===== src/rtl/mips_display_wr_ctrl.sv =====
// mips_display_wr_ctrl: shares the VGA block display's single write port
// between buffered CPU stores and a clear-screen fill engine, with
// round-robin arbitration when both have work.
// Optional: define DISPLAY_WR_CTRL_STATS_EN to count dropped out-of-range
// CPU writes on dropped_count (saturating at 255). When it is not defined,
// dropped_count is tied to 0.
module mips_display_wr_ctrl #(
  parameter int GRID_W     = 40,
  parameter int GRID_H     = 30,
  parameter int FIFO_DEPTH = 4
) (
  input  logic        clk,
  input  logic        rst_n,
  input  logic        cpu_wr_valid,
  input  logic [13:0] cpu_wr_data,
  output logic        cpu_wr_ready,
  input  logic        fill_start,
  input  logic [2:0]  fill_color,
  output logic        fill_busy,
  output logic        fill_done,
  output logic        disp_we,
  output logic [13:0] disp_data,
  output logic [7:0]  dropped_count
);

  localparam int AW = $clog2(FIFO_DEPTH);
  localparam int CW = AW + 1;
  localparam logic [CW-1:0] FULL_CNT = CW'(FIFO_DEPTH);
  localparam logic [5:0]    X_LAST   = 6'(GRID_W - 1);
  localparam logic [4:0]    Y_LAST   = 5'(GRID_H - 1);

  typedef enum logic [1:0] {S_IDLE, S_FILL, S_DONE} state_t;

  state_t          state_q, state_d;
  logic [2:0]      color_q, color_d;
  logic [5:0]      fx_q, fx_d;
  logic [4:0]      fy_q, fy_d;
  logic [13:0]     fifo_mem_q [FIFO_DEPTH];
  logic [13:0]     fifo_mem_d [FIFO_DEPTH];
  logic [AW-1:0]   wr_ptr_q, wr_ptr_d, rd_ptr_q, rd_ptr_d;
  logic [CW-1:0]   cnt_q, cnt_d;
  logic            rr_fill_q, rr_fill_d;   // 1: fill won the last grant
  logic            disp_we_q, disp_we_d;
  logic [13:0]     disp_data_q, disp_data_d;

  logic cpu_acc, in_range, push, pop, cpu_req, fill_req, gnt_fill, gnt_cpu;

  // Handshake, range check and arbitration decision
  always_comb begin
    cpu_wr_ready = (cnt_q != FULL_CNT);
    in_range = ({1'b0, cpu_wr_data[10:5]} < 7'(GRID_W)) &&
               ({1'b0, cpu_wr_data[4:0]}  < 6'(GRID_H));
    cpu_acc  = cpu_wr_valid && cpu_wr_ready;
    push     = cpu_acc && in_range;
    cpu_req  = (cnt_q != '0);
    fill_req = (state_q == S_FILL);
    // With both pending, the requester that did not win last time gets it.
    gnt_fill = fill_req && (!cpu_req || !rr_fill_q);
    gnt_cpu  = cpu_req && !gnt_fill;
    pop      = gnt_cpu;
  end

  // FIFO next state; a pop and push in the same cycle both take effect
  always_comb begin
    fifo_mem_d = fifo_mem_q;
    wr_ptr_d   = wr_ptr_q;
    rd_ptr_d   = rd_ptr_q;
    if (push) begin
      fifo_mem_d[wr_ptr_q] = cpu_wr_data;
      wr_ptr_d = wr_ptr_q + AW'(1);
    end
    if (pop) rd_ptr_d = rd_ptr_q + AW'(1);
    cnt_d = cnt_q + CW'(push) - CW'(pop);
  end

  // Fill FSM: walk the grid row-major, one cell per fill grant
  always_comb begin
    state_d = state_q;
    color_d = color_q;
    fx_d    = fx_q;
    fy_d    = fy_q;
    unique case (state_q)
      S_IDLE: if (fill_start) begin
        color_d = fill_color;
        fx_d    = '0;
        fy_d    = '0;
        state_d = S_FILL;
      end
      S_FILL: if (gnt_fill) begin
        if (fx_q == X_LAST) begin
          fx_d = '0;
          if (fy_q == Y_LAST) state_d = S_DONE;
          else                fy_d = fy_q + 5'd1;
        end else begin
          fx_d = fx_q + 6'd1;
        end
      end
      S_DONE:  state_d = S_IDLE;
      default: state_d = S_IDLE;
    endcase
  end

  // Output word selection; data holds when nothing is granted
  always_comb begin
    disp_we_d   = gnt_fill || gnt_cpu;
    disp_data_d = disp_data_q;
    rr_fill_d   = rr_fill_q;
    if (gnt_fill) begin
      disp_data_d = {color_q, fx_q, fy_q};
      rr_fill_d   = 1'b1;
    end else if (gnt_cpu) begin
      disp_data_d = fifo_mem_q[rd_ptr_q];
      rr_fill_d   = 1'b0;
    end
  end

  // Control and output registers
  always_ff @(posedge clk or negedge rst_n) begin
    if (!rst_n) begin
      state_q     <= S_IDLE;
      color_q     <= '0;
      fx_q        <= '0;
      fy_q        <= '0;
      wr_ptr_q    <= '0;
      rd_ptr_q    <= '0;
      cnt_q       <= '0;
      rr_fill_q   <= 1'b0;
      disp_we_q   <= 1'b0;
      disp_data_q <= '0;
    end else begin
      state_q     <= state_d;
      color_q     <= color_d;
      fx_q        <= fx_d;
      fy_q        <= fy_d;
      wr_ptr_q    <= wr_ptr_d;
      rd_ptr_q    <= rd_ptr_d;
      cnt_q       <= cnt_d;
      rr_fill_q   <= rr_fill_d;
      disp_we_q   <= disp_we_d;
      disp_data_q <= disp_data_d;
    end
  end

  // FIFO storage; contents are meaningless while the count is zero
  always_ff @(posedge clk) begin
    fifo_mem_q <= fifo_mem_d;
  end

  assign fill_busy = (state_q == S_FILL);
  assign fill_done = (state_q == S_DONE);
  assign disp_we   = disp_we_q;
  assign disp_data = disp_data_q;

`ifdef DISPLAY_WR_CTRL_STATS_EN
  logic [7:0] drop_cnt_q, drop_cnt_d;

  // Saturating count of accepted-but-discarded CPU words
  always_comb begin
    drop_cnt_d = drop_cnt_q;
    if (cpu_acc && !in_range && (drop_cnt_q != 8'hFF)) drop_cnt_d = drop_cnt_q + 8'd1;
  end

  // Drop counter register
  always_ff @(posedge clk or negedge rst_n) begin
    if (!rst_n) drop_cnt_q <= '0;
    else        drop_cnt_q <= drop_cnt_d;
  end

  assign dropped_count = drop_cnt_q;
`else
  assign dropped_count = 8'd0;
`endif

endmodule


===== config.mk =====
export PLATFORM = sky130hd
export DESIGN_NAME = mips_display_wr_ctrl
export DESIGN_NICKNAME = d
export VERILOG_FILES = /design/src/rtl/mips_display_wr_ctrl.sv
export SDC_FILE = /design/constraint.sdc
export NUM_CORES = 1
export LEC_CHECK = 0
export CORE_MARGIN = 2
export CORE_UTILIZATION = 32
export DETAILED_ROUTE_END_ITERATION = 10
export PLACE_DENSITY = 0.52
export SLEW_MARGIN = 20
export SYNTH_ARGS = -nofsm -noshare
export SYNTH_HDL_FRONTEND = slang
export SYNTH_SLANG_ARGS = --single-unit

===== constraint.sdc =====
create_clock -name clk -period 3.82 [get_ports clk]
set_input_delay 1.146 -clock clk [delete_from_list [all_inputs] [get_ports clk]]
set_output_delay 1.146 -clock clk [all_outputs]
set_load 0.02 [all_outputs]

==> impl_results.md <==
- Largest net degree at the start of global routing: 40
- Synth Area in XOR/XNOR: 0.0106
- Total core area: 12,600 sq um
- Avg Cell Area, Syn: 15.5 sq um
- Worst path slowest cell: clkdlybuf4s50_1
- Port bufs: 38
- HP Class: reg -> reg
- CTS clk-pin slew, worst paths: roughly 0.07 ns
- Area contributors post-synth: edfxtp_1, dfrtp_1, mux4_2, a32oi_1, ha_1
- Die Wd: 118 um
- Leakage: 1.78 nW
- N_diodes: 0
- Worst path required time: 4.03 ns
- CTS Buf Count: 9
- # resized after CTS: 0
- Fmax: 327 MHz
- Synth unique cells: 49
- Routed wire length: about 8000 um
- Routed vias/inst: 4.78
- Status: complete, no violations
- Post-Synthesis Cell Area: 4150 sq um
- Io pins: 47
- RSZ-0062 raised after global routing: false
- Endpoints failing hold: 0
- First-pass GRT wire length: around 13,000 um
- TritonRoute pass-1 iters: 6
- Die H: roughly 120 um
- Number of flops mapped to enable cells by yosys: 56
- Post-CTS Setup Bufs: 0
- Area of the die: 13,900 sq um
- Most frequent CP cell: inv_1
- Multi-input logic area: 1350 sq um
- Setup CP Type: in -> reg
- Clk_lat worst skew: 0.34 ns
- CTS tree: yes
- Final instance area: 4970 sq um
- Flops & latches, synth: 95
- Placement Setup Slack: 0.364 ns
- CP endpoint kind: flop
- Yosys warning count: 0
- Post-synthesis compound-gate area fraction: 0.117
- Syn-to-layout area delta: 19.9%
- Via count: 2,329
- VDD IR-drop max: 321 uV
- Post-synth top cells: edfxtp_1, dfrtp_1, nand2_1, o21ai_0
- Post-synthesis mux area share: 0.0896
- Cell taking the most area after synthesis: edfxtp_1
- Slew Limit Fails: 0
- PD cells: about 750 nW/um^2
- Period minus WS final: 3.06 ns
- Iter 0 DRT Violations: 83
- Clock Path Buffers: 2
- Grt total ovfl: 0
- DRC: 0
- Tot Pwr: 3.71 mW
- Vias in the first global route: approximately 2,400
- FILL cells: 1,223
- # H-tree levels: 3
- # hold bufs at CTS: 0
- GRT Overall Usage: 0.121
- Slew Limit Headroom: 0.399
- Fraction of layout cells with a size suffix above 1: 0.194
- Starting Density: 0.329
- Slack of the critical path: 0.760 ns
- Skew final: 0.00762 ns
- Final period util: 0.801
- Top-count cell post-synth: edfxtp_1
- Largest family of logic cells by synthesized area: compound AO/OA/AOI/OAI gates
- Gate Count Post-Synth: 267
- Final setup vio count: 0
- # clock sinks: 95
- Post-DRT Antenna Nets: 0
- Post-synth ARST share: 0.411
- Final setup TNS: 0 ns
- DPL Wire Length: 5330 um
- FF/Latch Area: approximately 2700 sq um
- CP Launch Type: input port
- Row count: 41
- Initial antenna violation count: 0
- Crit-path max FO: 5
- Post-Synth Adder-Cell Area: 0.0320
- Post-Place Cell Area: between 4000 and 5000 sq um
- Sequential fraction of the synthesis area: 0.641
- Worst EP arrival: 3.27 ns
- Worst-path cell chain: clkdlybuf4s50_1 -> o21ai_0 -> and4_1 -> inv_1 -> ha_1 -> inv_1 -> ha_1 -> inv_1 -> fa_1 -> xnor2_1 -> xnor2_1
- CP max stage delay: 0.46 ns
- Root Buffer: clkbuf_16
- Synth Flop Type: edfxtp_1
- # nets final: around 340
- DR WL/cell: 16.5 um
- Synth top area share: 0.405
- Total of max-cap violations: 0
- Worst-margin pin slew: between 0.9 and 1 ns
- Synth Area in Simple Gates: 0.0694
- Gpl congestion: 0.744
[critical path, delay by kind of cell]
kind	cells	cell delay [ns]
AO/OA/AOI/OAI	1	0.21
XOR/XNOR	2	0.28
adder cells (fa/ha/maj)	3	0.77
buffers and inverters	4	0.62
AND/OR/NAND/NOR	1	0.25
[final cells by class]
class | instances | share of cell area
inverters | 9 | 0.00679
repair buffers | 46 | 0.0875
flip-flops and latches | 95 | 0.534
well taps | 172 | 0.0433
clock buffers | 9 | 0.0453
clock inverters | 7 | 0.0113
multi-input cells | 149 | 0.271
[cell families after synthesis]
kind of cell	Yosys count
AOI/OAI and AO/OA	56
other	1
buffers and inverters	30
xor gates and xnor gates	5
and+or+nand+nor	51
DFF	95
adders and majority gates	10
muxes	19
[where the power goes]
group / internal, mW / switching, mW
logic: 0.603 / 0.626
registers: 1.35 / 0.282
clock network: 0.451 / 0.403
[worst paths after layout]
check / end / slack (ns) / start / depth (start not counted)
hold / removal: disp_data[11] / 0.51 / color_q[0] / 2
setup reg to reg: cnt_q[2] / 1.43 / cnt_q[1] / 10
setup / recovery: cnt_q[2] / 0.76 / cpu_wr_data[9] / 11
hold reg to reg: disp_data[11] / 0.51 / color_q[0] / 2
min in group asynchronous: wr_ptr_q[0] / 0.94 / rst_n / 1
max in group asynchronous: rd_ptr_q[0] / 2.26 / rst_n / 1
[placed cells by master (no fill, tap or decap), drive strengths merged, types with 2 or more instances in the layout]
cell type      instances
nand2                 21
nor2                   5
clkbuf                 9
a22o                   2
buf                    9
and2                   6
edfxtp                56
o21ai                 20
o41ai                  5
dfrtp                 39
nor3                   3
clkdlybuf4s50         37
nand2b                 3
o31ai                  4
mux4                  14
inv                   12
nand4                  2
a21oi                  4
clkinv                 2
ha                     9
conb                   8
mux2                   5
a32oi                 14
xnor2                  4
o2bb2ai                2
nand3                  4
clkinvlp               2
[state kept, by name, summed over array words and instances, names as in the netlist]
signal      count
rr_fill_q       1
fifo_mem_q     56
cnt_q           3
state_q         2
wr_ptr_q        2
fy_q            5
disp_we         1
disp_data      14
color_q         3
fx_q            6
rd_ptr_q        2
[layer usage]
layer / GRT usage / vias to the layer above / part of all wire
met2: 0.196 / 55 / 0.49
met3: 0.0237 / 8 / 0.032
li1: - / 1105 / -
met1: 0.162 / 1161 / 0.46
met4: 0.0452 / 0 / 0.013
met5: 0 / - / 0
[per-stage QoR]
stage | cells | utilization | hold WS (ns)
finish | 487 | 0.394 | 0.505
global route | 487 | 0.394 | 0.540
CTS | 487 | 0.394 | 0.520
detailed placement | 471 | 0.372 | 0.489
global placement | 471 | 0.372 | 0.489
floorplan | 274 | - | 0.453
Note: power is estimated with default switching activity, not from simulation.
